==> src/rtl/fetch_unit.sv <==
// Instruction-fetch stage: program counter, one-entry fetch buffer and IR, with RAM read sequencing.
// Optional FETCH_PERF_EN adds saturating fetch/squash counters (fetch_count, squash_count).
module fetch_unit #(
    parameter int ADDR_W  = 11,
    parameter int INSTR_W = 32,
    parameter int RAM_LAT = 1
) (
    input  logic               clk,
    input  logic               rst_n,
    input  logic               clear_pc,
    input  logic               load_pc,
    input  logic               load_ir,
    input  logic               branch_en,
    input  logic [ADDR_W-1:0]  branch_addr,
    output logic               ram_rd_en,
    output logic [ADDR_W-1:0]  ram_addr1,
    input  logic [INSTR_W-1:0] ram_rdata,
    output logic [ADDR_W-1:0]  pc,
    output logic [INSTR_W-1:0] instr,
    output logic [3:0]         cond,
    output logic [6:0]         opcode,
    output logic               P,
    output logic               U,
    output logic               W,
    output logic               buf_valid,
    output logic               busy,
    output logic               underrun
`ifdef FETCH_PERF_EN
    ,
    output logic [15:0]        fetch_count,
    output logic [15:0]        squash_count
`endif
);

    typedef enum logic [1:0] {IDLE, REQ, WAIT, FULL} state_t;

    localparam logic [1:0] LAT_INIT = 2'(RAM_LAT - 1);

    state_t             state_q, state_d;
    logic [1:0]         lat_cnt;
    logic [INSTR_W-1:0] buf_data;
    logic               redirect;
    logic               capture;
    logic               take_ir;
    logic               underrun_set;

    // clear_pc and branch_en both abandon whatever the FSM was doing this cycle.
    assign redirect = clear_pc | branch_en;

    always_comb begin
        // NOTE: every combinational output gets a default first so no path leaves it unassigned (no latch).
        state_d = state_q;
        capture = 1'b0;
        take_ir = 1'b0;
        unique case (state_q)
            IDLE: if (load_pc && !load_ir) state_d = REQ;
            REQ:  state_d = WAIT;
            WAIT: begin
                if (lat_cnt == 2'd0) begin
                    state_d = FULL;
                    capture = 1'b1;
                end
            end
            FULL: begin
                if (load_ir) begin
                    state_d = IDLE;
                    take_ir = 1'b1;
                end
            end
            default: state_d = IDLE;
        endcase
        if (redirect) begin
            state_d = IDLE;
            capture = 1'b0;
            take_ir = 1'b0;
        end
    end

    assign underrun_set = load_ir && (state_q != FULL) && !redirect;

    always_ff @(posedge clk) begin
        if (!rst_n) begin
            state_q   <= IDLE;
            pc        <= '0;
            instr     <= '0;
            ram_rd_en <= 1'b0;
            ram_addr1 <= '0;
            underrun  <= 1'b0;
            lat_cnt   <= 2'd0;
        end else begin
            state_q   <= state_d;
            ram_rd_en <= (state_d == REQ);
            if (state_d == REQ) ram_addr1 <= pc;

            if (state_q == REQ)
                lat_cnt <= LAT_INIT;
            else if (state_q == WAIT && lat_cnt != 2'd0)
                lat_cnt <= lat_cnt - 2'd1;

            if (clear_pc) begin
                pc       <= '0;
                instr    <= '0;
                underrun <= 1'b0;
            end else if (branch_en) begin
                pc <= branch_addr;
            end else begin
                if (take_ir) begin
                    instr <= buf_data;
                    pc    <= pc + 1'b1;
                end
                if (underrun_set) underrun <= 1'b1;
            end
        end
    end

    // NOTE: the buffer word is qualified by state FULL, so its data register needs no reset.
    always_ff @(posedge clk) begin
        if (capture) buf_data <= ram_rdata;
    end

    assign buf_valid = (state_q == FULL);
    assign busy      = (state_q == REQ) || (state_q == WAIT);

    assign cond   = instr[31:28];
    assign opcode = instr[27:21];
    assign P      = instr[20];
    assign U      = instr[19];
    assign W      = instr[18];

`ifdef FETCH_PERF_EN
    logic squash;
    assign squash = redirect && busy;

    always_ff @(posedge clk) begin
        if (!rst_n || clear_pc) begin
            fetch_count  <= 16'd0;
            squash_count <= 16'd0;
        end else begin
            if (capture && fetch_count != 16'hFFFF) fetch_count <= fetch_count + 16'd1;
            if (squash && squash_count != 16'hFFFF) squash_count <= squash_count + 16'd1;
        end
    end
`else
    // Counters absent in this build; the datapath above is unaffected.
`endif

endmodule
==> config.mk <==
export PLATFORM = sky130hd
export DESIGN_NAME = fetch_unit
export DESIGN_NICKNAME = d
export VERILOG_FILES = /design/src/rtl/fetch_unit.sv
export SDC_FILE = /design/constraint.sdc
export NUM_CORES = 1
export LEC_CHECK = 0
export CAP_MARGIN = 40
export CELL_PAD_IN_SITES_DETAIL_PLACEMENT = 0
export CELL_PAD_IN_SITES_GLOBAL_PLACEMENT = 1
export CORE_ASPECT_RATIO = 1.1
export CORE_MARGIN = 2
export CORE_UTILIZATION = 34
export CTS_CLUSTER_SIZE = 8
export DETAILED_ROUTE_END_ITERATION = 6
export HOLD_SLACK_MARGIN = 0.06
export PLACE_DENSITY = 0.79
export SLEW_MARGIN = 20
export SYNTH_ARGS = -nofsm -noshare
export SYNTH_HDL_FRONTEND = slang
export SYNTH_SLANG_ARGS = --single-unit
==> constraint.sdc <==
create_clock -name clk -period 2.8 [get_ports clk]
set_clock_uncertainty 0.15 [all_clocks]
set_input_delay 0.56 -clock clk [delete_from_list [all_inputs] [get_ports clk]]
set_output_delay 0.56 -clock clk [all_outputs]
set_load 0.03 [all_outputs]
# ---- Word-level counts from Yosys, hierarchy flattened
# Cells that the tools add are included.
dict set report totals {
  input_bits 49
  out_inout_bits 72
  ff_bits 92
}
dict set report classes {
  eq_ne 5
  n_addsub 2
  n_bitwise 3
  n_reduce_logical 15
  n_mux 13
}
# cell n
set ops {}
lappend ops {{$mux 11} 2}
lappend ops {{$add 11x1->11 const B} 1}
lappend ops {{$mux 2} 4}
lappend ops {{$pmux 2 s4} 1}
lappend ops {{$mux 1} 6}
lappend ops {{$eq 2x1->1 const B} 2}
lappend ops {{$eq 2x2->1 const B} 2}
lappend ops {{$logic_and 1x1->1} 4}
lappend ops {{$logic_not 2->1} 2}
lappend ops {{$reduce_and 2->1} 2}
lappend ops {{$reduce_bool 2->1} 2}
lappend ops {{$reduce_or 2->1} 2}
lappend ops {{$logic_not 1->1} 2}
lappend ops {{$ne 2x2->1 const B} 1}
lappend ops {{$not 1->1} 2}
lappend ops {{$sub 2x1->2 const B} 1}
lappend ops {{$logic_or 1x1->1} 1}
lappend ops {{$or 1x1->1} 1}

# ---- Depth between registers and ports, before layout
dict set report logic_depth {
  ltp_word 6
  ltp_mapped 7
}

# ---- Worst setup path after synthesis
# No wires, ideal clock.
dict set report synth_timing {
  path_kind {in2reg}
  start {input port branch_en}
  end {register buf_data[0], enable pin}
  t_required_ps 2258
  setup_ps 392
  stages 3
  slack_ps 591
  path_buffers 1
  t_arrival_ps 1667
  path_cell_list {buf_6 nor2_1 and3_1}
}
dict set report synth_between {
  elab_chain_cells 2
}
# item line
set synth_rtl {}
lappend synth_rtl {{start, declared} 13} ;# input logic branch_en,
lappend synth_rtl {{$or 1x1->1} 48} ;# assign redirect = clear_pc | branch_en;
lappend synth_rtl {{$mux 1} 72} ;# if (redirect) begin
lappend synth_rtl {{named net capture} 43} ;# logic capture;
lappend synth_rtl {{end signal, assigned} 118} ;# if (capture) buf_data <= ram_rdata;
lappend synth_rtl {{end, declared} 41} ;# logic [INSTR_W-1:0] buf_data;
# The timed path passes the listed nets, and every way through them passes these cells.
# A chain may end at the register's enable or synchronous reset.

# ---- Worst setup path in the final report
dict set report layout_timing {
  start {register state_q[1]}
  end {output port buf_valid}
}
dict set report layout_between {
  elab_chain_cells 1
}
# item line
set layout_rtl {}
lappend layout_rtl {{start, declared} 39} ;# state_t state_q, state_d;
lappend layout_rtl {{start signal, assigned} 91} ;# state_q <= state_d;
lappend layout_rtl {{$eq 2x2->1} 121} ;# assign buf_valid = (state_q == FULL);
lappend layout_rtl {{end, declared} 25} ;# output logic buf_valid,
# Every way passes these cells.

==> flow_metrics.env <==
export IMPL_die_w_um=102.6
export IMPL_synthTopCellsByArea="dfxtp_1 (33%), edfxtp_1 (26%), nand2_1 (9.8%), a21oi_1 (5.5%), buf_4 (3.5%)"
export IMPL_rsz0062_at_grt="false"
export IMPL_n_fill_cell=982
export IMPL_htree_num_levels=3
export IMPL_fin_ws_ns=0.2477
export IMPL_wl_um=8572
export IMPL_cp_start_kind="flip-flop"
export IMPL_crit_chain="ha_1 > clkdlybuf4s50_1"
export IMPL_syn_to_final_growth_pct=43.82
export IMPL_die_area_um2=11530
export IMPL_clk_path_buf_depth=2
export IMPL_synth_seq_cells=92
export IMPL_synth_common_cells="nand2_1 (95), dfxtp_1 (60), a21oi_1 (40), edfxtp_1 (32), buf_4 (17)"
export IMPL_clkTransAtPathRegs_ns=0.07
export IMPL_via_per_inst=4.657
export IMPL_slew_viol_final=0
export IMPL_ys_async_sr_fraction_pct=0
export IMPL_drtIter0Drc=151
export IMPL_place_hpwl_um=6050
export IMPL_final_cell_area_um2=5228
export IMPL_hold_path_class="reg -> reg"
export IMPL_cts_tree="yes"
export IMPL_multi_input_area_um2=1245
export IMPL_synth_top_area_share_pct=33.05
export IMPL_syn_nets=415
export IMPL_grt_pass1_wl_um=13490
export IMPL_ios=121
export IMPL_status="finished clean"
export IMPL_tightest_slew_ns=0.3815
export IMPL_place_area_um2=4910
export IMPL_cp_slowest_cell="clkdlybuf4s50_1"
export IMPL_cts_root_buf="clkbuf_16"
export IMPL_dr_pass1_iters=4
export IMPL_antenna_found_initial=0
export IMPL_num_vias=2850
export IMPL_critPathMaxFanout=7
export IMPL_cpPeakStageDelay_ns=0.72
export IMPL_place_congestion=0.7877
export IMPL_avgSynthCellArea_um2=10.12
export IMPL_arrival_ns=1.84
export IMPL_required_ns=2.09
export IMPL_ys_warnings_count=0
export IMPL_grt_use_total_pct=15.08
export IMPL_synth_main_ff_cell="dfxtp_1"
export IMPL_p_per_area_nw_per_um2=543.5
export IMPL_port_buffers=120
export IMPL_coreArea_um2=10390
export IMPL_clkLatencyLatePin_ns=0.33
export IMPL_hold_violations=0
export IMPL_num_antenna_cells=0
export IMPL_synth_distinct_cells=38
export IMPL_rows=39
export IMPL_initial_core_util_pct=34.97
export IMPL_post_place_ws_ns=0.3739
export IMPL_peakVddDrop_mv=0.3038
export IMPL_synth_most_common_cell="nand2_1"
export IMPL_ant_nets=0
export IMPL_cellLeakagePower_nw=1.737
export IMPL_synthCells=359
export IMPL_timing_worst_setup_path_type="reg -> out"
export IMPL_synth_seq_area_share_pct=59.48
export IMPL_post_route_drc_count=0
export IMPL_cts_resized=0
export IMPL_regArea_um2=2162
export IMPL_syn_area_um2=3635
export IMPL_cts_hold_buf=0
export IMPL_wl_per_cell_um=14.01
export IMPL_fin_nets=520
export IMPL_relSlewSlack_pct=74.24
export IMPL_grt_pass1_vias=2831
export IMPL_fin_crit_sh_pct=91.16
export IMPL_synth_top_area_cell="dfxtp_1"
export IMPL_maxCapViolCount=0
export IMPL_die_h_um=112.4
export IMPL_synth_edff_count=32
export IMPL_tns_ns=0
export IMPL_cts_sinks=92
export IMPL_min_period_ns=2.552
export IMPL_drive_gt1_share_pct=6.823
export IMPL_cts_buffers_inserted=9
export IMPL_post_cts_buffers=0
export IMPL_setup_viol=0
export IMPL_fmax_ghz=0.3918
export IMPL_worstSetupEndpointType="primary output"
export IMPL_grt_overflow=0
export IMPL_grt_start_max_net_pins=45
## cells by family after synthesis
family | Yosys count | synth area share, %
DFF | 92 | 59.48
muxes | 11 | 3.029
buffers and inverters | 43 | 6.919
xor gates and xnor gates | 1 | 0.2410
AOI/OAI and AO/OA | 68 | 11.36
adders and majority gates | 7 | 2.410
and+or+nand+nor | 137 | 16.56
## routing by layer
layer / up-vias / global-route usage [%] / wire length (um)
met5: - / 0 / 0
met1: 1327 / 17.70 / 3614
met3: 10 / 3.300 / 429
met4: 0 / 6.133 / 127
li1: 1425 / - / -
met2: 88 / 26.27 / 4400
## cell usage in the layout (no fill, tap or decap), types with 2 or more instances in the layout
| cell type | n |
|---|---|
| or3_1 | 3 |
| nor2b_1 | 3 |
| bufinv_16 | 2 |
| a32oi_1 | 4 |
| nor2_1 | 14 |
| and4_1 | 2 |
| and2_1 | 2 |
| buf_12 | 2 |
| clkdlybuf4s50_1 | 120 |
| nand2_1 | 95 |
| inv_1 | 8 |
| buf_4 | 7 |
| nand4_1 | 2 |
| and3_1 | 3 |
| edfxtp_1 | 32 |
| ha_1 | 7 |
| o21ai_1 | 8 |
| o311ai_0 | 3 |
| nand2b_1 | 2 |
| a21oi_1 | 40 |
| mux2i_1 | 11 |
| dfxtp_1 | 60 |
| clkbuf_16 | 9 |
| a31oi_1 | 6 |
| nand3_1 | 2 |
| clkbuf_1 | 2 |
## per-stage QoR
step,util [%],hold slack (ns),power (W),cells
after CTS,50.29,0.3084,0.002873,612
final,50.29,0.3041,0.002841,612
after floorplan,-,0.3213,0.001483,359
after detailed placement,47.24,0.2994,0.001585,596
after global placement,47.24,0.2925,0.001583,596
after global routing,50.29,0.3307,0.002941,612
## path summary, 6_finish.rpt
kind / slack, ns / end / cells past startpoint / startpoint
max reg2reg: 0.80 / ram_addr1[5] / 6 / state_q[1]
min: 0.30 / instr[10] / 2 / instr[10]
max: 0.25 / buf_valid / 2 / state_q[1]
min reg2reg: 0.30 / instr[10] / 2 / instr[10]
## registers in the layout, indices dropped and copies added, names as in the netlist
register,cells
buf_data,32
instr,32
pc,11
ram_addr1,11
lat_cnt,2
state_q,2
ram_rd_en,1
underrun,1
## worst max-delay path, delay by kind of cell (launching register included)
kind	cells	cell delay [ns]
adders and majority gates	1	0.35
buffers and inverters	1	0.72
DFF	1	0.44
## final cells by class
class                   instances  share of cell area [%]
clock buffers                  11                   4.452
well taps                     143                   3.423
clock inverters                 5                   1.628
repair buffers                129                   24.75
multi-input cells             224                   23.82
flip-flops and latches         92                   41.36
inverters                       8                  0.5744
## power breakdown
group          switching, W  internal (W)  total [W]
clock              0.000497      0.000789    0.00129
combinational     0.0000676     0.0000910   0.000159
sequential       0.00000953       0.00139    0.00140
total              0.000574       0.00227    0.00284
(Power assumes the default switching activity.)
